[config.mk]
export PLATFORM = sky130hd
export DESIGN_NAME = half_divide_sched_flat
export DESIGN_NICKNAME = d
export VERILOG_FILES = /design/src/rtl/half_pkg.sv /design/src/rtl/half_divide_sched_if.sv /design/src/rtl/half_divide.sv /design/src/rtl/half_divide_sched.sv /design/src/flat_wrapper.sv
export SDC_FILE = /design/constraint.sdc
export NUM_CORES = 1
export LEC_CHECK = 0
export ABC_AREA = 1
export ABC_CLOCK_PERIOD_IN_PS = 35800
export BUFFER_PORTS_ARGS = -buffer_cell sky130_fd_sc_hd__buf_2
export CAP_MARGIN = 0
export CORE_ASPECT_RATIO = 0.75
export CORE_UTILIZATION = 60
export CTS_CLUSTER_DIAMETER = 80
export DETAILED_ROUTE_END_ITERATION = 6
export PLACE_DENSITY = 0.91
export REMOVE_ABC_BUFFERS = 1
export SKIP_CTS_REPAIR_TIMING = 1
export SLEW_MARGIN = 10
export SYNTH_ARGS = -nofsm -noshare
export SYNTH_HDL_FRONTEND = slang
export SYNTH_SLANG_ARGS = --single-unit
[constraint.sdc]
create_clock -name clk -period 35.8 [get_ports clk]
set_input_delay 5.37 -clock clk [delete_from_list [all_inputs] [get_ports clk]]
set_output_delay 5.37 -clock clk [all_outputs]
set_load 0.02 [all_outputs]
[src/rtl/half_pkg.sv]
// rtl/half_pkg.sv - shared half-precision types, constants and scheduler state enum
package half_pkg;

  typedef logic [15:0] half_t;

  localparam half_t HALF_POS_INF = 16'h7C00;
  localparam half_t HALF_NEG_INF = 16'hFC00;
  localparam half_t HALF_QNAN    = 16'h7E00;

  typedef enum logic [1:0] {
    S_IDLE,
    S_ISSUE,
    S_DRAIN,
    S_DONE
  } sched_state_e;

endpackage

[src/rtl/half_divide_sched_if.sv]
// rtl/half_divide_sched_if.sv - job request / result bundle for half_divide_sched
interface half_divide_sched_if #(
  parameter int WIDTH = 10
);
  import half_pkg::*;

  logic              in_valid;
  logic              in_ready;
  half_t [WIDTH-1:0] vector_a;
  half_t             b;
  logic              out_valid;
  half_t [WIDTH-1:0] vector_c;
  logic              busy;
  logic              div_by_zero;

  modport master (
    output in_valid, vector_a, b,
    input  in_ready, out_valid, vector_c, busy, div_by_zero
  );

  modport slave (
    input  in_valid, vector_a, b,
    output in_ready, out_valid, vector_c, busy, div_by_zero
  );

endinterface

[src/rtl/half_divide.sv]
// rtl/half_divide.sv - two-stage pipelined IEEE half-precision divider, c = a / b
module half_divide
  import half_pkg::*;
(
  input  logic  rstn,
  input  logic  clk,
  input  logic  in_valid,
  input  half_t a,
  input  half_t b,
  output logic  out_valid,
  output half_t c
);

  typedef enum logic [1:0] {K_NORM, K_ZERO, K_INF, K_NAN} kind_e;

  logic              a_zero, b_zero, a_inf, b_inf, a_nan, b_nan;
  logic [24:0]       num, den;
  logic [14:0]       quo;
  logic              sticky;
  logic signed [7:0] exp_raw;
  kind_e             kind;

  // Subnormal operands are flushed to zero; only normals reach the mantissa divider.
  assign a_zero  = (a[14:10] == 5'd0);
  assign b_zero  = (b[14:10] == 5'd0);
  assign a_inf   = (a[14:10] == 5'd31) && (a[9:0] == 10'd0);
  assign b_inf   = (b[14:10] == 5'd31) && (b[9:0] == 10'd0);
  assign a_nan   = (a[14:10] == 5'd31) && (a[9:0] != 10'd0);
  assign b_nan   = (b[14:10] == 5'd31) && (b[9:0] != 10'd0);
  // 1.fa * 2^14 / 1.fb lies in (2^13, 2^15), so 15 quotient bits always suffice.
  assign num     = {1'b1, a[9:0], 14'd0};
  assign den     = {14'd0, 1'b1, b[9:0]};
  assign quo     = 15'(num / den);
  assign sticky  = ((num % den) != 25'd0);
  assign exp_raw = $signed({3'b000, a[14:10]}) - $signed({3'b000, b[14:10]}) + 8'sd15;

  // Classify special operand combinations with NaN taking precedence over Inf over zero.
  always_comb begin
    kind = K_NORM;
    if (a_nan || b_nan || (a_inf && b_inf) || (a_zero && b_zero)) begin
      kind = K_NAN;
    end else if (a_inf || b_zero) begin
      kind = K_INF;
    end else if (a_zero || b_inf) begin
      kind = K_ZERO;
    end
  end

  logic              s1_valid_q;
  kind_e             s1_kind_q;
  logic              s1_sign_q;
  logic [14:0]       s1_quo_q;
  logic              s1_sticky_q;
  logic signed [7:0] s1_exp_q;

  // Stage 1 register: classification, sign and raw quotient.
  always_ff @(posedge clk) begin
    if (!rstn) begin
      s1_valid_q <= 1'b0;
    end else begin
      s1_valid_q <= in_valid;
    end
    s1_kind_q   <= kind;
    s1_sign_q   <= a[15] ^ b[15];
    s1_quo_q    <= quo;
    s1_sticky_q <= sticky;
    s1_exp_q    <= exp_raw;
  end

  logic [9:0]        frac;
  logic              guard, rest, round_up;
  logic [10:0]       frac_r;
  logic signed [7:0] exp_n, exp_r;
  half_t             res;

  // Normalise to 1.f, round to nearest even, then saturate to Inf or flush to zero.
  always_comb begin
    if (s1_quo_q[14]) begin
      frac  = s1_quo_q[13:4];
      guard = s1_quo_q[3];
      rest  = (|s1_quo_q[2:0]) | s1_sticky_q;
      exp_n = s1_exp_q;
    end else begin
      frac  = s1_quo_q[12:3];
      guard = s1_quo_q[2];
      rest  = (|s1_quo_q[1:0]) | s1_sticky_q;
      exp_n = s1_exp_q - 8'sd1;
    end
    round_up = guard & (rest | frac[0]);
    frac_r   = {1'b0, frac} + {10'd0, round_up};
    exp_r    = frac_r[10] ? (exp_n + 8'sd1) : exp_n;
    res      = HALF_QNAN;
    case (s1_kind_q)
      K_NAN:   res = HALF_QNAN;
      K_INF:   res = s1_sign_q ? HALF_NEG_INF : HALF_POS_INF;
      K_ZERO:  res = {s1_sign_q, 15'd0};
      default: begin
        if (exp_r >= 8'sd31) begin
          res = s1_sign_q ? HALF_NEG_INF : HALF_POS_INF;
        end else if (exp_r <= 8'sd0) begin
          res = {s1_sign_q, 15'd0};
        end else begin
          res = {s1_sign_q, exp_r[4:0], frac_r[9:0]};
        end
      end
    endcase
  end

  logic  s2_valid_q;
  half_t c_q;

  // Stage 2 register: packed result and its valid.
  always_ff @(posedge clk) begin
    if (!rstn) begin
      s2_valid_q <= 1'b0;
      c_q        <= '0;
    end else begin
      s2_valid_q <= s1_valid_q;
      if (s1_valid_q) begin
        c_q <= res;
      end
    end
  end

  assign out_valid = s2_valid_q;
  assign c         = c_q;

endmodule

[src/rtl/half_divide_sched.sv]
// rtl/half_divide_sched.sv - vector / scalar half divide, one shared divider; HALF_DIVIDE_SCHED_DBZ_EN enables zero-divisor bypass
module half_divide_sched
  import half_pkg::*;
#(
  parameter int WIDTH = 10
) (
  input logic               clk,
  input logic               rstn,
  half_divide_sched_if.slave bus
);

  localparam int               CNT_W = (WIDTH > 1) ? $clog2(WIDTH) : 1;
  localparam logic [CNT_W-1:0] LAST  = CNT_W'(WIDTH - 1);

  sched_state_e      state_q, state_d;
  logic [CNT_W-1:0]  issue_cnt_q, issue_cnt_d;
  logic [CNT_W-1:0]  res_cnt_q, res_cnt_d;
  half_t [WIDTH-1:0] vec_a_q;
  half_t [WIDTH-1:0] vector_c_q;
  half_t             b_q;
  logic              accept, res_wr, dbz_hit;
  logic              div_in_valid, div_out_valid;
  half_t             div_a, div_c;

`ifdef HALF_DIVIDE_SCHED_DBZ_EN
  logic              dbz_q;
  half_t [WIDTH-1:0] dbz_vec;

  assign dbz_hit = (bus.b[14:0] == 15'd0);

  // Bypass result: signed Inf per element, NaN where the dividend is also zero.
  always_comb begin
    for (int i = 0; i < WIDTH; i++) begin
      if (bus.vector_a[i][14:0] == 15'd0) begin
        dbz_vec[i] = HALF_QNAN;
      end else begin
        dbz_vec[i] = (bus.vector_a[i][15] ^ bus.b[15]) ? HALF_NEG_INF : HALF_POS_INF;
      end
    end
  end

  // Remember that the current job took the bypass so DONE can report it.
  always_ff @(posedge clk) begin
    if (!rstn) begin
      dbz_q <= 1'b0;
    end else if (accept) begin
      dbz_q <= dbz_hit;
    end
  end

  assign bus.div_by_zero = (state_q == S_DONE) && dbz_q;
`else
  assign dbz_hit         = 1'b0;
  assign bus.div_by_zero = 1'b0;
`endif

  // Next state, counters and divider strobe; a result write may override ISSUE->DRAIN.
  always_comb begin
    state_d      = state_q;
    issue_cnt_d  = issue_cnt_q;
    res_cnt_d    = res_cnt_q;
    accept       = 1'b0;
    res_wr       = 1'b0;
    div_in_valid = 1'b0;
    case (state_q)
      S_IDLE: begin
        if (bus.in_valid) begin
          accept      = 1'b1;
          issue_cnt_d = '0;
          res_cnt_d   = '0;
          state_d     = dbz_hit ? S_DONE : S_ISSUE;
        end
      end
      S_ISSUE: begin
        div_in_valid = 1'b1;
        if (issue_cnt_q == LAST) begin
          state_d = S_DRAIN;
        end else begin
          issue_cnt_d = issue_cnt_q + 1'b1;
        end
      end
      S_DRAIN: state_d = S_DRAIN;
      S_DONE:  state_d = S_IDLE;
      default: state_d = S_IDLE;
    endcase
    // Results arriving in IDLE/DONE are leftovers of an aborted job and are dropped.
    if (div_out_valid && ((state_q == S_ISSUE) || (state_q == S_DRAIN))) begin
      res_wr = 1'b1;
      if (res_cnt_q == LAST) begin
        state_d = S_DONE;
      end else begin
        res_cnt_d = res_cnt_q + 1'b1;
      end
    end
  end

  // State and counter registers.
  always_ff @(posedge clk) begin
    if (!rstn) begin
      state_q     <= S_IDLE;
      issue_cnt_q <= '0;
      res_cnt_q   <= '0;
    end else begin
      state_q     <= state_d;
      issue_cnt_q <= issue_cnt_d;
      res_cnt_q   <= res_cnt_d;
    end
  end

  // Operand capture at accept and in-order result writes into vector_c.
  always_ff @(posedge clk) begin
    if (!rstn) begin
      vec_a_q    <= '0;
      b_q        <= '0;
      vector_c_q <= '0;
    end else begin
      if (accept) begin
        vec_a_q <= bus.vector_a;
        b_q     <= bus.b;
      end
      for (int i = 0; i < WIDTH; i++) begin
        if (res_wr && (res_cnt_q == CNT_W'(i))) begin
          vector_c_q[i] <= div_c;
        end
      end
`ifdef HALF_DIVIDE_SCHED_DBZ_EN
      if (accept && dbz_hit) begin
        vector_c_q <= dbz_vec;
      end
`endif
    end
  end

  // Element select for the shared divider.
  always_comb begin
    div_a = vec_a_q[0];
    for (int i = 0; i < WIDTH; i++) begin
      if (issue_cnt_q == CNT_W'(i)) begin
        div_a = vec_a_q[i];
      end
    end
  end

  half_divide u_div (
    .rstn      (rstn),
    .clk       (clk),
    .in_valid  (div_in_valid),
    .a         (div_a),
    .b         (b_q),
    .out_valid (div_out_valid),
    .c         (div_c)
  );

  assign bus.in_ready  = (state_q == S_IDLE);
  assign bus.busy      = (state_q != S_IDLE);
  assign bus.out_valid = (state_q == S_DONE);
  assign bus.vector_c  = vector_c_q;

endmodule
[src/flat_wrapper.sv]
// flat-port wrapper written by rule: the top's interface ports become plain ports
module half_divide_sched_flat import half_pkg::*;
#(
  parameter int WIDTH = 10
)
  (clk, rstn, bus_in_valid, bus_vector_a, bus_b, bus_in_ready, bus_out_valid, bus_vector_c, bus_busy, bus_div_by_zero);
  half_divide_sched_if #(.WIDTH(WIDTH)) bus_i ();
  input logic clk;
  input logic rstn;
  input wire logic [$bits(bus_i.in_valid)-1:0] bus_in_valid;
  input wire logic [$bits(bus_i.vector_a)-1:0] bus_vector_a;
  input wire logic [$bits(bus_i.b)-1:0] bus_b;
  output wire logic [$bits(bus_i.in_ready)-1:0] bus_in_ready;
  output wire logic [$bits(bus_i.out_valid)-1:0] bus_out_valid;
  output wire logic [$bits(bus_i.vector_c)-1:0] bus_vector_c;
  output wire logic [$bits(bus_i.busy)-1:0] bus_busy;
  output wire logic [$bits(bus_i.div_by_zero)-1:0] bus_div_by_zero;
  assign bus_i.in_valid = bus_in_valid;
  assign bus_i.vector_a = bus_vector_a;
  assign bus_i.b = bus_b;
  assign bus_in_ready = bus_i.in_ready;
  assign bus_out_valid = bus_i.out_valid;
  assign bus_vector_c = bus_i.vector_c;
  assign bus_busy = bus_i.busy;
  assign bus_div_by_zero = bus_i.div_by_zero;
  half_divide_sched #(.WIDTH(WIDTH)) u_core (.clk(clk), .rstn(rstn), .bus(bus_i));
endmodule
==> results of run 1 <==
==> cells in the mapped netlist, types with 31 or more instances <==
cell	n	share of area
nand2_2	79	0.017
clkbuf_1	141	0.018
nand2_1	770	0.10
nand4_1	59	0.013
xor2_1	102	0.031
nor2_1	754	0.098
inv_1	382	0.050
nand3_2	33	0.011
o211ai_1	31	0.0081
nand3_1	248	0.043
xnor2_1	64	0.019
a21oi_1	247	0.043
o21ai_0	542	0.094
nor2_2	32	0.0070
dfxtp_1	390	0.27
ha_1	159	0.069
==> layout make-up <==
type	count	area, sq um	share of cell area
sequential	390	7809	0.2396
antenna	4	10.01	0.0003071
timing repair buffer	424	2371	0.07274
inverter	426	1659	0.05090
timing repair inverter	5	30.03	0.0009212
multi-input combinational	3398	18660	0.5723
clock buffer	53	1066	0.03270
clock inverter	13	197.7	0.006065
tap	639	799.5	0.02453
==> cells by family after synthesis <==
kind of cell,Yosys count
DFF,390
xor gates and xnor gates,166
other,1
AOI/OAI and AO/OA,943
and+or+nand+nor,2117
muxes,4
adders and majority gates,161
buffers and inverters,615
==> state kept, by name, summed over array words and instances (netlist names), 2 cells and up <==
name and cells:
u_core.bus.vector_c 160, u_core.u_div.s1_quo_q 15, u_core.u_div.c 16, u_core.issue_cnt_q 4, u_core.u_div.s1_exp_q 7, u_core.vec_a_q 160, u_core.b_q 16, u_core.state_q 2
u_core.res_cnt_q 4, u_core.u_div.s1_kind_q 2
==> worst max-delay path: cells and delay by family, from the launching register on <==
kind	cells	cell delay, ps
compound gates	65	9240
fa+ha+maj	16	5310
buf+inv	28	3090
flops	1	430
simple gates	141	14900
==> cell usage in the layout (no fill, tap or decap), types with 78 or more instances in the layout <==
master,instances
o21ai_0,517
xor2_1,102
buf_2,340
nor2_1,750
a21oi_1,242
buf_4,79
inv_1,375
dfxtp_1,389
nand2_2,78
ha_1,155
nand2_1,767
nand3_1,248
==> path summary, 6_finish.rpt <==
path	endpoint	slack, ps	cells past startpoint
setup reg to reg	u_core.u_div.s1_sticky_q	2600	250
hold reg to reg	u_core.vec_a_q[142]	450	2
hold / removal	u_core.vec_a_q[142]	450	2
setup / recovery	u_core.u_div.s1_sticky_q	2600	250
==> layer usage <==
layer  global-route usage  share of wire  up-vias  wire length [um]
met3              0.06127          0.095      273              8212
met5                    0        0.00010        -                 9
met2               0.5169           0.43     1550             36900
met1               0.4525           0.44    13980             37680
met4               0.1439          0.043        2              3716
li1                     -              -    15035                 -
==> stage by stage <==
| stage | setup TNS, ps | utilization |
|---|---|---|
| 2_1_floorplan | 0 | - |
| 3_3_place_gp | 0 | 0.6453 |
| 3_5_place_dp | -422.0 | 0.6453 |
| 4_1_cts | -711.2 | 0.6720 |
| 5_1_grt | -436.6 | 0.6890 |
| 6_report | 0 | 0.6890 |
==> results.ini, run 1 <==
[status]
status = finished, violations left
violations = DRC

[yosys]
synth-simple-area-share = 0.3385
synth-edff-count = 0
synthAdderAreaFrac = 0.07060
synth_compound_area_frac = 0.1770
netlist_area_sq_um = 28750
avgSynthCellArea_sq_um = 6.538
synth_cell_type_count = 68
synth_top_family_by_area = simple AND/OR/NAND/NOR gates
synth_xor_area_frac = 0.05057
synth_ff_type = dfxtp_1
postSynthCellCount = 4397
ys_seq_area_frac = 0.2716
synth_seq_cells = 390
ys_warn_count = 0
async_flop_share = 0
synth.area.mux_share = 0.001393

[routing]
routed_via_density = 5.762
drc = 3
dr.pass1.iters = 7
vias = 30840
drt_iter0_drc = 3429
ant_nets = 0
wirelength_mm = 86.51
wl_per_cell_um = 16.16

[final_layout]
instances_no_fill = 5352
syn2layout_area_growth_pct = 13.39
design_area_sq_um = 32600
finalNetCount = 5022
drive_above_1_share = 0.1709
nFillCells = 3830

[global_route]
grt_pass1_wl_mm = 134.6
antenna_found_initial = 5
grt_pass1_vias = 27429
grt_remaining_overflow = 0
grt_usage = 0.3340
grt_max_degree = 132

[critical_path]
slowest_stage = dfxtp_1
cp.arrival_ps = 33630
cp.required_ps = 36240
startpoint = u_core.issue_cnt_q[0]
endpoint_kind = register
path_class = register to register
crit_path_frequent_cell = nand2_1
cp-start-kind = register
slowest_delay_ps = 430
r2r_start = u_core.issue_cnt_q[0]
path_max_fanout = 23

[clock_network]
htree_levels = 2
clk_latency_ps = 550
cts-buffers-inserted = 37
cts_buffer_depth = 3
clock-sinks = 390
clk_pin_slew_ps = 70
cts.root.buffer_cell = clkbuf_16
cts_tree = done

[placed_design]
placed_area_sq_um = 30530
place_ws_ps = -418.9
place.port_buffers = 341
place_congestion = 0.9588
dp_cells = 5219
dp_hpwl_mm = 60.91

[min_path]
hold_class = register to register
hp-start = u_core.vec_a_q[142]

[sta]
relSlewSlack = 0.2846
holdWs_ps = 450.4
fin_ws_ps = 2605
period_share = 0.9272
tightest_slew_ps = 1072
fmax_mhz = 30.12
setup_viol = 0
finClkSkew_ps = 20.29
maxSlewViolCount = 0
report.final.hold_viol_count = 0
period_needed_ps = 33200

[floorplanning]
io_pins = 343
dieArea_sq_um = 48800
initial_core_util = 0.6076
core_area_sq_um = 47310
chipHeight_um = 191.6
num_rows = 69
dieWidth_um = 254.8

[flow_run]
max_cap_viol_count = 0

Power of run 1 is left out: the tool's default activity adds up to more than one toggle a clock period on the data nets, which glitch-free logic cannot reach.
==> run 2: changes to the inputs <==
CELL_PAD_IN_SITES_DETAIL_PLACEMENT = 1   (was not set)
CELL_PAD_IN_SITES_GLOBAL_PLACEMENT = 2   (was not set)
CORE_UTILIZATION = 33   (was 60)
==> results.ini, run 2 (synthesized netlist as in run 1, its figures left out) <==
[floorplanning]
dieArea_sq_um = 88310
core_area_sq_um = 86110
initial_core_util = 0.3339
chipHeight_um = 257.6
num_rows = 93
dieWidth_um = 342.8
io_pins = 343

[sta]
maxSlewViolCount = 0
period_share = 0.9243
setup_viol = 0
tightest_slew_ps = 1095
report.final.hold_viol_count = 0
finClkSkew_ps = 31.17
relSlewSlack = 0.2697
period_needed_ps = 33090
fmax_mhz = 30.22

[routing]
routed_via_density = 5.113
wirelength_mm = 105.8
vias = 30107
ant_nets = 0
dr.pass1.iters = 7
drt_iter0_drc = 1906
wl_per_cell_um = 17.96
drc = 26

[global_route]
grt.busiest_layer = met2
grtUsageMet3 = 0.02915
grt_util_met1 = 0.3322
grt_remaining_overflow = 0
grt_use_met2 = 0.3488
grt_usage = 0.2251
grt_pass1_vias = 29128
grt_max_degree = 211
antenna_found_initial = 4
grt_pass1_wl_mm = 161.5

[placed_design]
dp_hpwl_mm = 77.76
place_congestion = 0.8835
place.port_buffers = 341
placed_area_sq_um = 31220

[clock_network]
cts.root.buffer_cell = clkbuf_16
clk_latency_ps = 590
clk_pin_slew_ps = 70
htree_levels = 2
cts_buffer_depth = 3
clock-sinks = 390
cts_tree = done
cts-buffers-inserted = 40

[final_layout]
design_area_sq_um = 33750
mostFrequentLayoutCell = nand2_1
nFillCells = 11135
regArea_sq_um = 7811
syn2layout_area_growth_pct = 17.39
finalNetCount = 5056
multi_input_area_sq_um = 18830
drive_above_1_share = 0.1838
mostFrequentLayoutCells = nand2_1, nor2_1, o21ai_0, dfxtp_1, inv_1

[critical_path]
rr_worst_depth = 242
crit_family = simple AND/OR/NAND/NOR gates
slowest_stage = o21ai_0
endpoint_kind = register
crit_buf_inv = 32
path_max_fanout = 17
slowest_delay_ps = 550
regToRegEndpoint = u_core.u_div.s1_sticky_q
crit_path_frequent_cell = nand2_1
cp.required_ps = 36260
path_class = register to register
cp.arrival_ps = 33550
r2r_start = u_core.issue_cnt_q[0]
reg2reg_slack_ps = 2710
cp-start-kind = register

[status]
violations = DRC
status = finished, violations left

[flow_run]
max_cap_viol_count = 0

[min_path]
hold_depth = 2
hold_class = register to register
hp-start = u_core.vec_a_q[150]
min_to = u_core.vec_a_q[150]

run 2: cell types whose count changed in the layout (fill, tap and decap cells not counted), moves of 8 or more:
cell     delta
ha_1       -10
a21oi_1     -8
buf_4      +28
o21ai_0    -12
a21oi_2     +8
run 2: layout make-up:
type | count | share of cell area
Multi-Input combinational cell | 3399 | 0.5578
Sequential cell | 390 | 0.2315
Timing Repair Buffer | 457 | 0.07808
Inverter | 426 | 0.04964
Tap cell | 1140 | 0.04227
Clock buffer | 55 | 0.03281
Clock inverter | 16 | 0.007378
Timing Repair inverter | 2 | 0.0002966
Antenna cell | 3 | 0.0002225
run 2: worst max path at each step:
stage	from	to	slack, ps	cells past startpoint
2_1_floorplan	u_core.issue_cnt_q[1]	u_core.u_div.s1_sticky_q	3710	233
3_3_place_gp	u_core.issue_cnt_q[1]	u_core.u_div.s1_sticky_q	990	245
3_5_place_dp	u_core.issue_cnt_q[1]	u_core.u_div.s1_sticky_q	-910	242
4_1_cts	u_core.issue_cnt_q[1]	u_core.u_div.s1_sticky_q	-1080	244
5_1_grt	u_core.issue_cnt_q[0]	u_core.u_div.s1_sticky_q	-410	244
6_report	u_core.issue_cnt_q[0]	u_core.u_div.s1_sticky_q	2710	242
run 2: metrics by stage:
step / util / TNS (ps) / hold slack, ps / setup slack [ps] / std cells
after floorplan: - / 0 / 423.9 / 3709 / 4208
after global placement: 0.3626 / 0 / 440.1 / 987.1 / 5727
after detailed placement: 0.3626 / -1299 / 452.2 / -907.9 / 5727
after CTS: 0.3783 / -1632 / 462.9 / -1078 / 5798
after global routing: 0.3919 / -410.6 / 485.1 / -410.6 / 5888
final: 0.3919 / 0 / 458.5 / 2711 / 5888
run 2: tightest hold or removal path, delay by kind of cell, from the launching register on:
family / cells / cell delay, ps
AOI/OAI and AO/OA: 1 / 50
buffers and inverters: 1 / 60
DFF: 1 / 300
run 2: routing by layer:
metal / wire length (um) / part of all wire / vias to the layer above
met3: 5073 / 0.048 / 96
met1: 53260 / 0.50 / 14339
met5: 11 / 0.00010 / -
li1: - / - / 15085
met4: 1732 / 0.016 / 2
met2: 45670 / 0.43 / 585
Power of run 2 is left out for the same reason.
